**src/rtl/spi_slave_regs.sv**
```systemverilog
// spi_slave_regs
//   SPI responder (mode 0) that gives an external SPI host access to a byte
//   register file. The local CPU reaches the same registers through a simple
//   bus port. SCK, CSN and MOSI are oversampled in the clk domain.
//
//   Frame: command byte {rw, ms, -, addr}, then N data bytes, MSB first.
//   rw=1 reads. ms enables auto-increment only when SPI_SLAVE_AUTOINC_EN is
//   defined. Otherwise every byte of a frame targets the same register.
//
// Parameters
//   ADDR_W       register address width, 2**ADDR_W byte registers (1..6)
//   SYNC_STAGES  synchronizer depth on SCK/CSN/MOSI (>= 2)
//
// Ports
//   clk, reset     system clock; synchronous active-high reset
//   spi_sck/csn    async SPI clock and active-low chip select
//   spi_mosi       serial data from the host
//   spi_miso       serial data to the host (0 when not selected)
//   spi_miso_oe    MISO output enable (equals spi_busy)
//   bus_addr/wdata local register address and write data
//   bus_we         local one-cycle write strobe
//   bus_rdata      regs[bus_addr], registered, 1-cycle latency
//   spi_wr         one-cycle pulse when an SPI write lands in a register
//   spi_wr_addr    address of that write, valid while spi_wr=1
//   spi_busy       synchronized CSN is low
module spi_slave_regs #(
    parameter int unsigned ADDR_W      = 4,
    parameter int unsigned SYNC_STAGES = 2
) (
    input  logic              clk,
    input  logic              reset,
    input  logic              spi_sck,
    input  logic              spi_csn,
    input  logic              spi_mosi,
    output logic              spi_miso,
    output logic              spi_miso_oe,
    input  logic [ADDR_W-1:0] bus_addr,
    input  logic [7:0]        bus_wdata,
    input  logic              bus_we,
    output logic [7:0]        bus_rdata,
    output logic              spi_wr,
    output logic [ADDR_W-1:0] spi_wr_addr,
    output logic              spi_busy
);

    localparam int unsigned NREGS = 1 << ADDR_W;

    typedef enum logic [1:0] {ST_IDLE, ST_CMD, ST_WRITE, ST_READ} state_t;

    state_t state, state_next;

    logic [SYNC_STAGES-1:0] sck_sync, csn_sync, mosi_sync, sync_vld;
    logic sck_s, csn_s, mosi_s;
    logic sck_prev, csn_prev, armed;
    logic sck_rise, sck_fall, csn_rise, csn_fall;

    logic [7:0]        regs [NREGS];
    logic [2:0]        bit_cnt;
    logic [7:0]        rx, tx, rx_byte;
    logic              miso_q;
    logic [ADDR_W-1:0] addr, base_addr, adv_addr;
    logic              in_frame, byte_done, spi_commit, inc_now;
    logic              pend_valid;
    logic [ADDR_W-1:0] pend_addr;
    logic [7:0]        pend_data;

    // Synchronizers and edge detectors. A frame may only start once CSN has
    // been seen high through a fully refilled synchronizer; this keeps the
    // tail of a frame interrupted by reset from looking like a new frame.
    always_ff @(posedge clk) begin
        if (reset) begin
            sck_sync  <= '0;
            csn_sync  <= '1;
            mosi_sync <= '0;
            sync_vld  <= '0;
            sck_prev  <= 1'b0;
            csn_prev  <= 1'b1;
            armed     <= 1'b0;
        end else begin
            sck_sync  <= {sck_sync[SYNC_STAGES-2:0], spi_sck};
            csn_sync  <= {csn_sync[SYNC_STAGES-2:0], spi_csn};
            mosi_sync <= {mosi_sync[SYNC_STAGES-2:0], spi_mosi};
            sync_vld  <= {sync_vld[SYNC_STAGES-2:0], 1'b1};
            sck_prev  <= sck_s;
            csn_prev  <= csn_s;
            if (sync_vld[SYNC_STAGES-1] && csn_s)
                armed <= 1'b1;
        end
    end

    assign sck_s  = sck_sync[SYNC_STAGES-1];
    assign csn_s  = csn_sync[SYNC_STAGES-1];
    assign mosi_s = mosi_sync[SYNC_STAGES-1];

    assign sck_rise = sck_s & ~sck_prev;
    assign sck_fall = ~sck_s & sck_prev;
    assign csn_rise = csn_s & ~csn_prev;
    assign csn_fall = ~csn_s & csn_prev;

    assign in_frame   = (state != ST_IDLE) && !csn_rise;
    assign rx_byte    = {rx[6:0], mosi_s};
    assign byte_done  = in_frame && sck_rise && (bit_cnt == 3'd7);
    assign spi_commit = byte_done && (state == ST_WRITE);

`ifdef SPI_SLAVE_AUTOINC_EN
    logic autoinc;

    always_ff @(posedge clk) begin
        if (reset)
            autoinc <= 1'b0;
        else if (byte_done && state == ST_CMD)
            autoinc <= rx_byte[6];
    end

    // At the command boundary the ms bit is still in the shifter.
    assign inc_now = (state == ST_CMD) ? rx_byte[6] : autoinc;
`else
    assign inc_now = 1'b0;
`endif

    assign base_addr = (state == ST_CMD) ? rx_byte[ADDR_W-1:0] : addr;
    assign adv_addr  = inc_now ? base_addr + ADDR_W'(1) : base_addr;

    always_ff @(posedge clk) begin
        if (reset)
            state <= ST_IDLE;
        else
            state <= state_next;
    end

    always_comb begin
        state_next = state;
        case (state)
            ST_IDLE: if (csn_fall && armed) state_next = ST_CMD;
            ST_CMD: begin
                if (csn_rise)
                    state_next = ST_IDLE;
                else if (byte_done)
                    state_next = rx_byte[7] ? ST_READ : ST_WRITE;
            end
            default: if (csn_rise) state_next = ST_IDLE;
        endcase
    end

    always_ff @(posedge clk) begin
        if (reset) begin
            bit_cnt     <= '0;
            rx          <= '0;
            tx          <= '0;
            miso_q      <= 1'b0;
            addr        <= '0;
            pend_valid  <= 1'b0;
            pend_addr   <= '0;
            pend_data   <= '0;
            spi_wr      <= 1'b0;
            spi_wr_addr <= '0;
            bus_rdata   <= '0;
            for (int unsigned i = 0; i < NREGS; i++)
                regs[i] <= '0;
        end else begin
            spi_wr    <= 1'b0;
            bus_rdata <= regs[bus_addr];

            if (!in_frame) begin
                bit_cnt <= '0;
                miso_q  <= 1'b0;
            end else begin
                if (sck_rise) begin
                    rx      <= rx_byte;
                    bit_cnt <= bit_cnt + 3'd1;
                end
                if (byte_done) begin
                    if (state == ST_READ || (state == ST_CMD && rx_byte[7]))
                        tx <= regs[base_addr];
                    // A write command only latches its address; the first
                    // data byte commits there before any advance.
                    if (state == ST_CMD && !rx_byte[7])
                        addr <= base_addr;
                    else
                        addr <= adv_addr;
                end
                if (sck_fall && state == ST_READ) begin
                    miso_q <= tx[7];
                    tx     <= {tx[6:0], 1'b0};
                end
            end

            // Bus write first, so a pending SPI write in the same cycle wins.
            if (bus_we)
                regs[bus_addr] <= bus_wdata;

            if (pend_valid) begin
                regs[pend_addr] <= pend_data;
                spi_wr          <= 1'b1;
                spi_wr_addr     <= pend_addr;
                pend_valid      <= 1'b0;
            end

            if (spi_commit) begin
                if (bus_we) begin
                    pend_valid <= 1'b1;
                    pend_addr  <= addr;
                    pend_data  <= rx_byte;
                end else begin
                    regs[addr]  <= rx_byte;
                    spi_wr      <= 1'b1;
                    spi_wr_addr <= addr;
                end
            end
        end
    end

    assign spi_busy    = ~csn_s;
    assign spi_miso_oe = spi_busy;
    assign spi_miso    = miso_q & spi_busy;

endmodule

```
**config.mk**
```make
export PLATFORM = sky130hd
export DESIGN_NAME = spi_slave_regs
export DESIGN_NICKNAME = d
export VERILOG_FILES = /design/src/rtl/spi_slave_regs.sv
export SDC_FILE = /design/constraint.sdc
export NUM_CORES = 1
export LEC_CHECK = 0
export BUFFER_PORTS_ARGS = -buffer_cell sky130_fd_sc_hd__buf_2
export CAP_MARGIN = 20
export CORE_MARGIN = 5
export CORE_UTILIZATION = 25
export DETAILED_ROUTE_END_ITERATION = 10
export REMOVE_ABC_BUFFERS = 1
export SETUP_SLACK_MARGIN = 0.2
export SYNTH_ARGS = -nofsm -noshare
export SYNTH_HDL_FRONTEND = slang
export SYNTH_SLANG_ARGS = --single-unit
```
**constraint.sdc**
```tcl
create_clock -name clk -period 6.3 [get_ports clk]
set_input_delay 0 -clock clk [delete_from_list [all_inputs] [get_ports clk]]
set_output_delay 0 -clock clk [all_outputs]
set_load 0.1 [all_outputs]
```
==> run_results.csv <==
group,metric,value,unit
cells_and_area,utilization,0.2747,
die,die_area,49900,um2
synthesis,synth_area_per_cell,10.19,um2
sta,fin_setup_tns,0,ns
sta,timing.hold.ws,0.06555,ns
grt,antenna_found_initial,2,
power_and_ir_drop,power_frac_clock,0.404,
routing,postRouteAntennaNets,0,
power_and_ir_drop,peakVddDrop,177.3,uV
grt,grt_max_degree,49,
die,die_x,223.4,um
routing,wirelength,43310,um
clock_network,cts_made_buffers,17,
power_and_ir_drop,p_per_area,231.8,nW/um2
power_and_ir_drop,p_seq_frac,0.500,
setup_path,crit_arrival,3.65,ns
sta,hold_viol_final,0,
setup_path,crit_buf_inv,1,
setup_path,critical_path_class,"reg2reg",
cells_and_area,nFillCells,4648,
die,rows,78,
clock_network,max-clock-path-buffers,2,
sta,setup_viol,0,
grt,grt_usage,0.1682,
hold_path,hold_class,"in2reg",
sta,skew,0.01300,ns
clock_network,cts.sinks,190,
sta,fin_ws,2.711,ns
clock_network,htree_levels,4,
setup_path,critical-path-top-delay-family,"simple AND/OR/NAND/NOR gates",
flow_run,max_cap_violations,0,
die,fp.dieH,223.4,um
clock_network,ctsHoldBuffers,3,
routing,viasPerCell,5.627,
sta,maxSlewViolCount,0,
sta,finalCritPeriodShare,0.5698,
cells_and_area,finalNonFillerCells,1690,
power_and_ir_drop,static-leakage-power,4.018,nW
clock_network,cts_setup_buffers,0,
outcome,status,"finished clean",
cells_and_area,synthToLayoutAreaGrowth,9.046,%
power_and_ir_drop,total_power,2.877,mW
cells_and_area,fin_area,12410,um2
sta,worst_pin_slew,1.256,ns
synthesis,ys_seq_area_frac,0.4467,
setup_path,cp_slowest_stage_delay,0.86,ns
cells_and_area,layout-drive-gt1-share,0.1651,
routing,drt_first_pass_iters,6,
sta,slew_headroom,0.1591,
die,num_io_pins,34,
synthesis,ys_ff_latch,190,
sta,rsz0062_at_grt,"false",
synthesis,yosys_warnings,0,
power_and_ir_drop,p_switching,0.7395,mW
cells_and_area,fin_nets,1097,
clock_network,cts_resized,0,
clock_network,path_clk_slew,0.07,ns
placed_design,gp_congestion,0.9977,
power_and_ir_drop,switching_share,0.2570,
setup_path,cp_data_required_time,6.36,ns
setup_path,crit_path_end_kind,"register",
routing,first_iter_violations,1811,
routing,drc,0,
placed_design,preCtsSetupSlack,2.695,ns
synthesis,syn_area,11380,um2
power_and_ir_drop,intPower,2.138,mW
die,core_area,45190,um2
setup_path,crit_chain,"nor2b_1 -> nand4_4 -> nor3b_2 -> o21ai_2 -> buf_4 -> o21ai_0",
placed_design,portBuffers,33,
grt,grt_remaining_overflow,0,
power_and_ir_drop,combPwrFrac,0.096,
synthesis,synth_cells,1117,
sta,fmax,278.6,MHz
routing,vias,9509,
synthesis,synthDistinctLibCells,58,
clock_network,cts_tree,"built",
grt,first_global_vias,8643,
grt,grt_pass1_wl,61910,um
clock_network,cts_root_buf,"clkbuf_16",
routing,wl_per_cell,25.63,um
setup_path,cp_max_fo,32,
placed_design,hpwl,30910,um
sta,layout_min_cycle_time,3.589,ns
setup_path,slowest_stage,"o21ai_0",
placed_design,placedCellCount,1650,
cells_and_area,diodes,0,
die,start_util,0.2519,
setup_path,start_kind,"register",
placed_design,dpl_cell_area,11740,um2
clock_network,clk_latency,0.45,ns
==> metal layers <==
layer | part of all wire | global-route usage
met1 | 0.37 | 0.2156
met2 | 0.44 | 0.2577
met3 | 0.13 | 0.04750
met5 | 0.00058 | 0
met4 | 0.057 | 0.08953
==> state kept, by name, summed over array words and instances, names as in the netlist <==
signal	cells
regs	128
bus_rdata	8
pend_data	8
tx	8
rx	7
addr	4
pend_addr	4
spi_wr_addr	4
bit_cnt	3
csn_sync	2
mosi_sync	2
sck_sync	2
state	2
sync_vld	2
armed	1
csn_prev	1
miso_q	1
pend_valid	1
sck_prev	1
spi_wr	1
==> power groups by stage <==
stage / clock (mW) / combinational (mW) / sequential [mW]
global route: 1.22 / 0.284 / 1.44
detailed placement: 0 / 0.268 / 1.46
global placement: 0 / 0.264 / 1.46
floorplan: 0 / 0.122 / 1.47
finish: 1.16 / 0.277 / 1.44
CTS: 1.18 / 0.270 / 1.44
==> layout by cell type, fill, tap and decap left out, types with 3 or more instances in the layout <==
master	Yosys	routed
nand2_1	244	244
nor2b_1	18	18
buf_2	32	37
nand3_1	32	32
bufinv_16	0	3
edfxtp_1	128	128
buf_4	23	17
a22oi_1	7	7
a31oi_1	45	45
or3_1	7	7
nor3_1	18	18
a32oi_1	17	17
and3_1	26	26
a211oi_1	4	4
nor2_1	52	52
clkbuf_16	0	18
o21ai_2	3	4
mux2i_1	46	46
dlygate4sd3_1	0	3
nand3b_1	3	3
o31ai_2	13	13
dfxtp_1	62	62
inv_1	4	4
and2_1	10	10
a21oi_1	17	17
and3b_1	3	3
nor3b_2	3	3
o21ai_0	8	8
nand2b_1	7	7
a21o_1	9	8
nand4_1	16	16
o21ai_1	5	4
nor3_2	13	13
mux4_2	40	40
xnor2_1	5	5
o31ai_1	108	108
==> final cells by class <==
type / count / area [um2] / area share
multi-input cells: 806 / 5592 / 0.4505
clock buffers: 21 / 471.7 / 0.03800
well taps: 600 / 750.7 / 0.06048
clock inverters: 11 / 151.4 / 0.01220
flip-flops and latches: 190 / 5085 / 0.4096
repair buffers: 58 / 347.8 / 0.02802
inverters: 4 / 15.01 / 0.001210
==> cells in the mapped netlist, drive strengths merged <==
cell / number / share of area
or2: 2 / 0.0011
o21ai: 17 / 0.0095
nor4: 4 / 0.0059
and4b: 1 / 0.00088
a21o: 9 / 0.0059
nand3: 33 / 0.016
xnor2: 5 / 0.0038
nand2: 244 / 0.080
a22oi: 7 / 0.0046
a2111oi: 1 / 0.0013
nand2b: 7 / 0.0038
a32oi: 17 / 0.013
a21oi: 18 / 0.0082
o2111ai: 1 / 0.00077
inv: 4 / 0.0013
a41oi: 1 / 0.00077
nor3: 32 / 0.021
mux2i: 46 / 0.040
a211oi: 4 / 0.0026
clkbuf: 41 / 0.014
and2: 10 / 0.0055
edfxtp: 128 / 0.34
a31oi: 46 / 0.026
nor3b: 4 / 0.0049
nand3b: 4 / 0.0030
buf: 76 / 0.048
mux4: 40 / 0.079
and3b: 3 / 0.0023
mux2: 1 / 0.0013
nand4: 18 / 0.012
ha: 2 / 0.0022
o31ai: 121 / 0.086
o211ai: 1 / 0.00066
and3: 26 / 0.014
nor2: 56 / 0.020
dfxtp: 62 / 0.11
nor2b: 18 / 0.0099
or3: 7 / 0.0038
==> worst paths after layout <==
| path | start | cells after the start | to | slack, ns |
|---|---|---|---|---|
| worst max-delay path | sck_sync[1] | 6 | regs[4][3] | 2.71 |
| worst min-delay path | reset | 2 | pend_addr[2] | 0.07 |
| worst min register to register | csn_sync[0] | 1 | csn_sync[1] | 0.41 |
| worst max register to register | sck_sync[1] | 6 | regs[4][3] | 2.71 |
==> cell families (layout without fill, tap and decap cells) <==
family	Yosys count	in the layout	share of synthesized area
buffers and inverters	121	94	0.06320
flip-flops	190	190	0.4467
XOR/XNOR	5	5	0.003847
AO/OA/AOI/OAI	243	243	0.1588
multiplexers	87	87	0.1209
adder cells (fa/ha/maj)	2	2	0.002198
AND/OR/NAND/NOR	469	469	0.2043
(Power assumes the default switching activity.)
